[config.mk]
export PLATFORM = sky130hd
export DESIGN_NAME = alu_entry_sequencer
export DESIGN_NICKNAME = d
export VERILOG_FILES = /design/src/rtl/alu_entry_sequencer.sv
export SDC_FILE = /design/constraint.sdc
export NUM_CORES = 1
export LEC_CHECK = 0
export ABC_AREA = 1
export ABC_CLOCK_PERIOD_IN_PS = 2200
export CELL_PAD_IN_SITES_DETAIL_PLACEMENT = 1
export CELL_PAD_IN_SITES_GLOBAL_PLACEMENT = 2
export CORE_UTILIZATION = 25
export DETAILED_ROUTE_END_ITERATION = 8
export GPL_TIMING_DRIVEN = 0
export PLACE_DENSITY = 0.78
export SYNTH_ARGS = -nofsm -noshare
export SYNTH_HDL_FRONTEND = slang
export SYNTH_SLANG_ARGS = --single-unit
[constraint.sdc]
create_clock -name clk -period 2.2 [get_ports clk]
set_clock_uncertainty 0.1 [all_clocks]
set_input_delay 0.44 -clock clk [delete_from_list [all_inputs] [get_ports clk]]
set_output_delay 0.44 -clock clk [all_outputs]
set_load 0.02 [all_outputs]
[src/rtl/alu_entry_sequencer.sv]
// alu_entry_sequencer
// Top-level operation sequencer for the Basys3 ALU project. One button steps the
// user through loading X, Y and the opcode from the switches. The sequencer then
// starts the ALU, waits for completion (or a timeout) and captures the result,
// clamped to 13 bits, for the BCD display path.
//
// Ports:
//   clk          system clock
//   reset        synchronous, active-high reset
//   push         debounced button level (rising edge advances the sequence)
//   sw           switch value to be loaded
//   data         registered copy of sw, driven to the register block
//   load         one-hot load strobe: 001 = x, 010 = y, 100 = opcode
//   alu_start    one-cycle ALU start pulse
//   alu_done     ALU completion pulse
//   alu_result   ALU result, valid while alu_done = 1
//   disp_number  value sent to the BCD converter (saturated at 8191)
//   overflow     captured alu_result exceeded 8191
//   timeout_err  ALU did not complete within TIMEOUT cycles
//   state        current state code, for LEDs
//
// DATA_W must be at least 13 and at most 32.

module alu_entry_sequencer #(
   parameter int unsigned DATA_W  = 16,
   parameter int unsigned TIMEOUT = 255
) (
   input  logic              clk,
   input  logic              reset,
   input  logic              push,
   input  logic [DATA_W-1:0] sw,
   output logic [DATA_W-1:0] data,
   output logic [2:0]        load,
   output logic              alu_start,
   input  logic              alu_done,
   input  logic [DATA_W-1:0] alu_result,
   output logic [12:0]       disp_number,
   output logic              overflow,
   output logic              timeout_err,
   output logic [2:0]        state
);

   localparam logic [2:0] S_X    = 3'd0;
   localparam logic [2:0] S_Y    = 3'd1;
   localparam logic [2:0] S_OP   = 3'd2;
   localparam logic [2:0] S_EXEC = 3'd3;
   localparam logic [2:0] S_WAIT = 3'd4;
   localparam logic [2:0] S_SHOW = 3'd5;
   localparam logic [2:0] S_ERR  = 3'd6;

   localparam logic [12:0] DISP_MAX = 13'd8191;

   logic        push_q;
   logic        push_edge;
   logic [15:0] wait_cnt;
   logic        cnt_hit;
   logic        result_big;
   logic [12:0] result_clamped;

   assign push_edge = push & ~push_q;

   // The counter equals the number of completed S_WAIT cycles, so the error
   // state is entered exactly TIMEOUT cycles after S_WAIT was entered.
   assign cnt_hit = (wait_cnt + 16'd1) == 16'(TIMEOUT);

   always_comb begin
      result_big     = 32'(alu_result) > 32'd8191;
      result_clamped = result_big ? DISP_MAX : alu_result[12:0];
   end

   always_ff @(posedge clk) begin
      if (reset) begin
         state       <= S_X;
         data        <= '0;
         load        <= 3'b000;
         alu_start   <= 1'b0;
         disp_number <= '0;
         overflow    <= 1'b0;
         timeout_err <= 1'b0;
         wait_cnt    <= '0;
         // A button held through reset release must not look like a press.
         push_q      <= 1'b1;
      end else begin
         push_q    <= push;
         load      <= 3'b000;
         alu_start <= 1'b0;

         case (state)
            S_X: begin
               if (push_edge) begin
                  data  <= sw;
                  load  <= 3'b001;
                  state <= S_Y;
               end
            end

            S_Y: begin
               if (push_edge) begin
                  data  <= sw;
                  load  <= 3'b010;
                  state <= S_OP;
               end
            end

            S_OP: begin
               if (push_edge) begin
                  data  <= sw;
                  load  <= 3'b100;
                  state <= S_EXEC;
               end
            end

            S_EXEC: begin
               alu_start <= 1'b1;
               wait_cnt  <= '0;
               state     <= S_WAIT;
            end

            S_WAIT: begin
               wait_cnt <= wait_cnt + 16'd1;
               // Completion takes priority over a simultaneous timeout.
               if (alu_done) begin
                  disp_number <= result_clamped;
                  overflow    <= result_big;
                  state       <= S_SHOW;
               end else if (cnt_hit) begin
                  timeout_err <= 1'b1;
                  state       <= S_ERR;
               end
            end

            S_SHOW: begin
               if (push_edge) begin
                  state <= S_X;
               end
            end

            S_ERR: begin
               if (push_edge) begin
                  timeout_err <= 1'b0;
                  state       <= S_X;
               end
            end

            default: begin
               state <= S_X;
            end
         endcase
      end
   end

endmodule
Word level (Yosys, flattened, before mapping)

Cells that the tools add are included.

$add $sub $neg: 1
$lt $le $gt $ge: 1
Eq/ne operators: 15
Mux-type cells: 18
Bitwise logic cells: 2
Reduce and logical (&&, ||, !) cells: 9

Operators by type and width:

| operator                                                        | number |
|---|---|
| one-hot mux 16 bit (2 select lines)                             | 1 |
| two-way mux 3 bit                                               | 7 |
| one-hot mux 3 bit (6 select lines)                              | 1 |
| adder 16 x 1 -> 16 bit, second input constant                   | 1 |
| == test 16 x 8 -> 1 bit, second input constant                  | 1 |
| greater-than comparator 16 x 13 -> 1 bit, second input constant | 1 |
| two-way mux 13 bit                                              | 1 |
| != test 2 bit, second input constant                            | 6 |
| == test 3 bit, second input constant                            | 3 |
| one-hot mux 3 bit (3 select lines)                              | 1 |
| == test 3 x 2 -> 1 bit, second input constant                   | 2 |
| two-way mux 1 bit                                               | 5 |
| AND reduction 5 bit                                             | 1 |
| AND reduction 2 bit                                             | 2 |
| AND reduction 4 bit                                             | 1 |
| nonzero test 2 bit                                              | 2 |
| == test 3 x 1 -> 1 bit, second input constant                   | 1 |
| zero test 3 bit                                                 | 1 |
| != test 3 bit, second input constant                            | 1 |
| OR reduction 3 bit                                              | 1 |
| two-way mux 2 bit                                               | 1 |
| != test 2 x 1 -> 1 bit, second input constant                   | 1 |
| one-hot mux 1 bit (2 select lines)                              | 1 |
| OR reduction 2 bit                                              | 1 |
| 2 further kinds                                                 | 2 |

Register bits: 55
Bits of input ports: 36

Longest topological paths before layout

Gate-level depths: netlist of the first run.

Word-level depth: 5
Mapped depth: 14
Mapped depth without buffers: 14

Worst setup path after synthesis of the first run

OpenSTA, ideal clock, no wires.

Path type: register to register
From: reg state[2]
To: reg disp_number[10]
Arrival: 1481 ps
Data required time: 1961 ps
Setup slack: 480 ps
Stages on the path, launching flop included: 7
Cells stage by stage: dfxtp_1 -> inv_1 -> nor2_4 -> nand2_2 -> nor4_4 -> buf_2 -> a221oi_1

Longest elaborated chain between the ends: 2

RTL lines:

| item                                 | RTL line | source |
|---|---|---|
| start: declaration                   | 40       | `output logic [2:0] state` |
| start signal: assignment             | 73       | `state <= S_X;` |
| start signal: assignment             | 93       | `state <= S_Y;` |
| start signal: assignment             | 101      | `state <= S_OP;` |
| == test 3 bit                        | 88       | `case (state)` |
| AND reduction 2 bit (no source line) | -        |  |
| end signal: assignment               | 123      | `disp_number <= result_clamped;` |
| end: declaration                     | 37       | `output logic [12:0] disp_number,` |

No other way between the ends.
A chain may end at the register's enable or synchronous reset.

Worst setup path after layout of the first run

From: reg wait_cnt[0]
To: reg state[0]

Longest elaborated chain between the ends: 4

RTL lines:

| item                                 | RTL line | source |
|---|---|---|
| start: declaration                   | 55       | `logic [15:0] wait_cnt;` |
| start signal: assignment             | 120      | `wait_cnt <= wait_cnt + 16'd1;` |
| adder 16 x 1 -> 16 bit               | 64       | `assign cnt_hit = (wait_cnt + 16'd1) == 16'(TIMEOUT);` |
| == test 16 x 8 -> 1 bit              | 64       |  |
| != test 3 bit (no source line)       | -        |  |
| AND reduction 5 bit (no source line) | -        |  |

No other way between the ends.

==> summary.md, run 1 <==
| Metric | Value |
|---|---|
| Outcome | completed |
| P&R area growth vs syn | 42.3% |
| Clock Tree Buf Depth | 2 |
| RSZ-0062 raised after global routing | false |
| Post-Route WL | 7.33 mm |
| Register Area | 1110 µm² |
| CTS buffer count | 5 |
| Most common cell in the netlist | nand2_1 |
| Min Hold Slack | 0.374 ns |
| Clk Latency, worst-skew pair | 0.31 ns |
| DRC | 0 |
| Largest cells by area after synthesis | dfxtp_1, nand2_1, inv_1 |
| Commonest cells post-synth | nand2_1, inv_1, dfxtp_1, nor2_1, nand3_1 |
| Initial antenna violation count | 0 |
| Max Cap Viol | 0 |
| Max incr delay on CP | 0.38 ns |
| CP most frequent cell | nand2_1 |
| Max Freq | 0.489 GHz |
| Dpl cells | 564 |
| CP max stage cell | dfxtp_2 |
| Hold Path Class | flop to flop |
| CTS clk-pin slew, worst paths | 0.10 ns |
| Slew Limit Fails | 0 |
| Number of synthesized flops with an enable pin | 0 |
| Core Footprint | 9820 µm² |
| Final setup violation count | 0 |
| Yosys reg bits | 55 |
| Post-DR vias/cell | 4.47 |
| Max_slew headroom | 0.594 |
| Starting Density | 0.259 |
| WP data arrival | 2.15 ns |
| CP Cell Sequence | ha_2 > nand2_2 > nor2_4 > buf_4 > nand4_1 > nand2_1 > nand3_1 > nor2_1 > nand2_1 > nand2_2 > nand3_1 > nand2_1 > nor2_1 |
| # H-tree levels | 2 |
| Ant diodes | 0 |
| Actual transition at the worst max-transition pin | 0.610 ns |
| Setup Crit Path Kind | flop to flop |
| Multi-input gate area | 1180 µm² |
| Critical path launch point type | flop |
| Main combinational cell family by area after synthesis | simple AND/OR/NAND/NOR gates |
| Critical Path Fanout Max | 5 |
| Placed wire-length estimate | 5.62 mm |
| XOR/XNOR Fraction of Synth Area | 0.00690 |
| FP Rows | 36 |
| Syn nets | 396 |
| Synth Area in Compound Gates | 0.130 |
| Synth top area share | 0.434 |
| Register area share after synthesis | 0.434 |
| Pwr per Cell Area | 588 nW/µm² |
| Critical Path RT | 2.31 ns |
| Post-Synth Adder-Cell Area | 0.00986 |
| Final total power | 2130 µW |
| Mapped cell area | 2540 µm² |
| Die area | 10600 µm² |
| Yosys warning count | 0 |
| Post-route antenna net violation count | 0 |
| Ys async rst share | 0 |
| Fraction of layout cells with a size suffix above 1 | 0.0926 |
| Crit share post-route | 0.930 |
| Peak VDD IR | 0.000263 V |
| Synth cell types | 29 |
| Io pins | 74 |
| Vias in the first global route | 2670 |
| Gr usage total | 0.149 |
| Placed Area | 3440 µm² |
| Post-route cell area | 3610 µm² |
| Root buffer cell | clkbuf_8 |
| Post-Syn Area per Cell | 7.09 µm² |
| Post-synthesis mux area share | 0 |
| CTS tree | yes |
| R2r setup slk | 0.15 ns |
| Fill cells | 1244 |
| Crit end category | flop |
| Mapped Cells | 358 |
| Wirelength per Cell | 12.7 µm |
| Final cell count without fillers | 576 |
| I/O Buffers | 73 |
| DRT Pass-1 Iters | 4 |
| Post-layout minimum cycle time | 2.05 ns |
| Layout Nets | 480 |
| Via count | 2575 |
| Largest net degree at the start of global routing | 17 |
| Global route overflow | 0 |
| Setup TNS | 0 ns |
| Detailed Route Iter0 Violations | 67 |
| Leak | 0.00139 µW |
| Fin. Hold Viols | 0 |
| Gpl congestion | 0.761 |
| # clock sinks | 55 |
| Die X | 103 µm |
| Synth Area in Simple Gates | 0.314 |
| Die height | 103 µm |
| Dominant synthesized flop cell | dfxtp_1 |
| Post-synth top area cell | dfxtp_1 |
| Global-route wire length before repair | 12.4 mm |
-- worst max-delay path: cells and delay by family (launching register included) --
family        cells  cell delay [ns]
flops             1             0.38
fa+ha+maj         1             0.21
simple gates     11             1.11
buf+inv           1             0.15
-- cells by family (layout without fill, tap and decap cells) --
group,after synthesis,after routing
AND/OR/NAND/NOR,175,175
buffers and inverters,71,156
flip-flops,55,55
AO/OA/AOI/OAI,53,53
adder cells (fa/ha/maj),2,2
XOR/XNOR,2,2
-- what timing repair did --
item	4_1_cts	5_1_grt
pin swaps	0	2
gates resized for setup	1	8
endpoints found under the hold margin	0	0
buffers inserted	0	5
endpoints found under the setup margin	10	13
hold buffers	0	0
-- final timing paths --
check | start | to | cells past startpoint
max | wait_cnt[0]$_SDFFE_PP0P_ | state[0]$_SDFFE_PP0P_ | 13
min | overflow$_SDFFE_PP0P_ | overflow$_SDFFE_PP0P_ | 2
max reg2reg | wait_cnt[0]$_SDFFE_PP0P_ | state[0]$_SDFFE_PP0P_ | 13
min reg2reg | overflow$_SDFFE_PP0P_ | overflow$_SDFFE_PP0P_ | 2
-- report_power, final --
group          total [µW]  switching, µW  internal, µW
Clock                 718            349           369
Combinational         345            182           162
Sequential           1060           27.6          1030
Total                2130            559          1570
-- stage by stage --
stage / utilization / setup slack (ns)
3_3_place_gp: 0.350 / -0.380
2_1_floorplan: - / 0.480
4_1_cts: 0.363 / 0.0653
3_5_place_dp: 0.350 / -0.378
6_report: 0.368 / 0.153
5_1_grt: 0.368 / 0.0172
-- routing by layer --
metal,GRT usage,routed length (µm)
met2,0.254,3550
met5,0,0
met3,0.0549,488
met4,0.0293,30
met1,0.179,3260
-- layout make-up --
class | instances | share of cell area
Multi-Input combinational cell | 232 | 0.328
Sequential cell | 55 | 0.306
Clock buffer | 6 | 0.0229
Inverter | 60 | 0.0634
Buffer | 10 | 0.0114
Timing Repair Buffer | 78 | 0.213
Tap cell | 133 | 0.0461
Clock inverter | 2 | 0.00970
-- cells in the final DEF, fill, tap and decap left out, drive strengths merged --
| master | synthesis | layout |
|---|---|---|
| clkinv | 0 | 1 |
| inv | 60 | 59 |
| clkinvlp | 0 | 1 |
| o21ai | 17 | 17 |
| a22oi | 1 | 1 |
| nor4 | 1 | 1 |
| bufinv | 0 | 1 |
| nand2 | 77 | 77 |
| o21a | 1 | 1 |
| clkbuf | 8 | 13 |
| dfxtp | 55 | 55 |
| a31oi | 1 | 1 |
| buf | 3 | 8 |
| nor2 | 58 | 58 |
| ha | 2 | 2 |
| o21bai | 1 | 1 |
| nand3b | 1 | 1 |
| a221oi | 13 | 13 |
| nand4 | 7 | 7 |
| or2 | 2 | 2 |
| nor3 | 3 | 3 |
| nand3 | 26 | 26 |
| clkdlybuf4s50 | 0 | 73 |
| a211oi | 1 | 1 |
| a21oi | 18 | 18 |
| xor2 | 2 | 2 |
-- flip-flops by register name, summed over array words and instances, names as in the netlist --
name	cells
alu_start	1
data	16
timeout_err	1
state	3
overflow	1
push_q	1
load	3
disp_number	13
wait_cnt	16
Power figures use the tool's default switching activity.
==> run 2: changes to the inputs <==
- CORE_MARGIN: unset -> 4
==> run 2 against run 1 <==
Critical path depth fell by 1; sequential cell count did not move; power decreased by 0.18%; via count shrank 0.82%; sequential share of layout area increased by 0.25 points; cell count down 0.52%; register-to-register slack better by 0.05 ns; sequential power about the same; clock-buffer cell count unchanged; worst setup slack better by 0.047 ns; routed wire length grew 2.3%; non-clock buffer count is 3 lower; critical endpoint unchanged; highest routed layer unchanged.
==> summary.md, run 2 (synthesis results as in run 1) <==
| Metric | Value |
|---|---|
| Post-Route WL | 7.49 mm |
| Post-DR vias/cell | 4.46 |
| Final setup violation count | 0 |
| Ant diodes | 0 |
| Hold_buf cts | 0 |
| Max Cap Viol | 0 |
| DRC | 0 |
| Via count | 2554 |
| Gpl congestion | 0.735 |
| # clock sinks | 55 |
| Root buffer cell | clkbuf_8 |
| R2r setup slk | 0.20 ns |
| Post-route antenna net violation count | 0 |
| Die X | 109 µm |
| Critical path launch point type | flop |
| Pwr per Cell Area | 591 nW/µm² |
| Die area | 11800 µm² |
| I/O Buffers | 73 |
| Detailed Route Iter0 Violations | 86 |
| Core Footprint | 9820 µm² |
| Io pins | 74 |
| WP data arrival | 2.11 ns |
| Slew Limit Fails | 0 |
| Fill cells | 1268 |
| Post-layout minimum cycle time | 2.00 ns |
| Crit Reg-Reg Startpoint | wait_cnt[0]$_SDFFE_PP0P_ |
| Hold Path Class | flop to flop |
| Clk Latency, worst-skew pair | 0.31 ns |
| Gr usage total | 0.136 |
| Initial antenna violation count | 0 |
| DRT Pass-1 Iters | 4 |
| Global-route wire length before repair | 12.7 mm |
| Max_slew headroom | 0.613 |
| # H-tree levels | 2 |
| RSZ-0062 raised after global routing | false |
| Crit end category | flop |
| Setup Crit Path Kind | flop to flop |
| CTS clk-pin slew, worst paths | 0.10 ns |
| Outcome | completed |
| Worst reg-to-reg path cell count | 12 |
| Peak VDD IR | 0.000221 V |
| Wirelength per Cell | 13.1 µm |
| Most frequent cells in the layout | clkdlybuf4s50_1, nand2_1, inv_1 |
| Global route overflow | 0 |
| CTS tree | yes |
| Min Hold Slack | 0.365 ns |
| Dpl cells | 564 |
| Final cell count without fillers | 573 |
| Die height | 109 µm |
| CTS buffer count | 5 |
| P&R area growth vs syn | 41.5% |
| Hold Startpoint | overflow$_SDFFE_PP0P_ |
| Hold path endpoint | overflow$_SDFFE_PP0P_ |
| Fin. Hold Viols | 0 |
| Critical Path Fanout Max | 6 |
| Most common cell after layout, fill and taps aside | clkdlybuf4s50_1 |
| Largest net degree at the start of global routing | 17 |
| Crit share post-route | 0.909 |
| Max Freq | 0.500 GHz |
| Fraction of layout cells with a size suffix above 1 | 0.0909 |
| Layout Nets | 477 |
| Vias in the first global route | 2636 |
| Biggest regs | data x16, wait_cnt x16, disp_number x13 |
| Hold Path Depth | 2 |
| Critical Path RT | 2.31 ns |
| Final total power | 2120 µW |
| Starting Density | 0.259 |
| Placed wire-length estimate | 5.78 mm |
| Reg-to-reg endpoint | state[0]$_SDFFE_PP0P_ |
| Actual transition at the worst max-transition pin | 0.580 ns |
| Leak | 0.00138 µW |
| FP Rows | 36 |
| Clock Tree Buf Depth | 2 |
-- run 2: changes by cell type in the layout (fill, tap and decap cells not counted), sizes merged --
cell,change
clkbuf,+1
clkinvlp,-1
inv,+1
buf,-4
-- run 2: critical path, stage by stage, from the launching register on --
cell     delay (ns)
dfxtp_4        0.39
ha_2           0.20
nand2_2        0.09
nor2_4         0.21
nand2_1        0.12
xor2_2         0.17
nand3_1        0.11
nor2_1         0.13
nand2_2        0.09
nand2_2        0.10
nand3_1        0.07
nand2_1        0.07
nor2_1         0.05
-- run 2: how the worst max path moves through the flow --
stage	to	from
2_1_floorplan	disp_number[10]$_SDFFE_PP0P_	state[2]$_SDFFE_PP0P_
3_3_place_gp	data[2]$_SDFFE_PP0P_	push
3_5_place_dp	data[3]$_SDFFE_PP0P_	push
4_1_cts	data[3]$_SDFFE_PP0P_	push
5_1_grt	state[0]$_SDFFE_PP0P_	wait_cnt[1]$_SDFFE_PP0P_
6_report	state[0]$_SDFFE_PP0P_	wait_cnt[0]$_SDFFE_PP0P_
-- run 2: power breakdown --
part | total [µW] | switching, µW | internal (µW)
sequential | 1060 | 27.0 | 1030
clock | 716 | 347 | 369
combinational | 344 | 183 | 161
-- run 2: metal layers --
metal  wire length, µm  GRT usage
met5                 0          0
met1              3410      0.165
met2              3410      0.223
met4                72     0.0325
met3               595     0.0551
-- run 2: timing repair --
item                       4_1_cts  5_1_grt
pin swaps                        0        2
gates cloned                     0        0
gates resized for setup          1       13
setup endpoints to repair       10       13
buffers inserted                 0        1
-- run 2: per-stage QoR --
stage | setup TNS (ns) | cell area [µm²] | util | setup WS [ns]
2_1_floorplan | 0 | 2540 | - | 0.480
4_1_cts | 0 | 3560 | 0.363 | 0.0143
6_report | 0 | 3590 | 0.366 | 0.200
3_5_place_dp | -5.62 | 3440 | 0.350 | -0.478
5_1_grt | 0 | 3590 | 0.366 | 0.00230
3_3_place_gp | -5.39 | 3440 | 0.350 | -0.456
-- run 2: cell type report --
cell class / instances / area [µm²] / area share
buffer: 11 / 46.3 / 0.0129
clock buffer: 6 / 82.6 / 0.0230
clock inverter: 2 / 35.0 / 0.00975
inverter: 60 / 225 / 0.0627
multi-input combinational: 232 / 1190 / 0.331
sequential: 55 / 1110 / 0.309
tap: 133 / 166 / 0.0463
timing repair buffer: 74 / 738 / 0.206
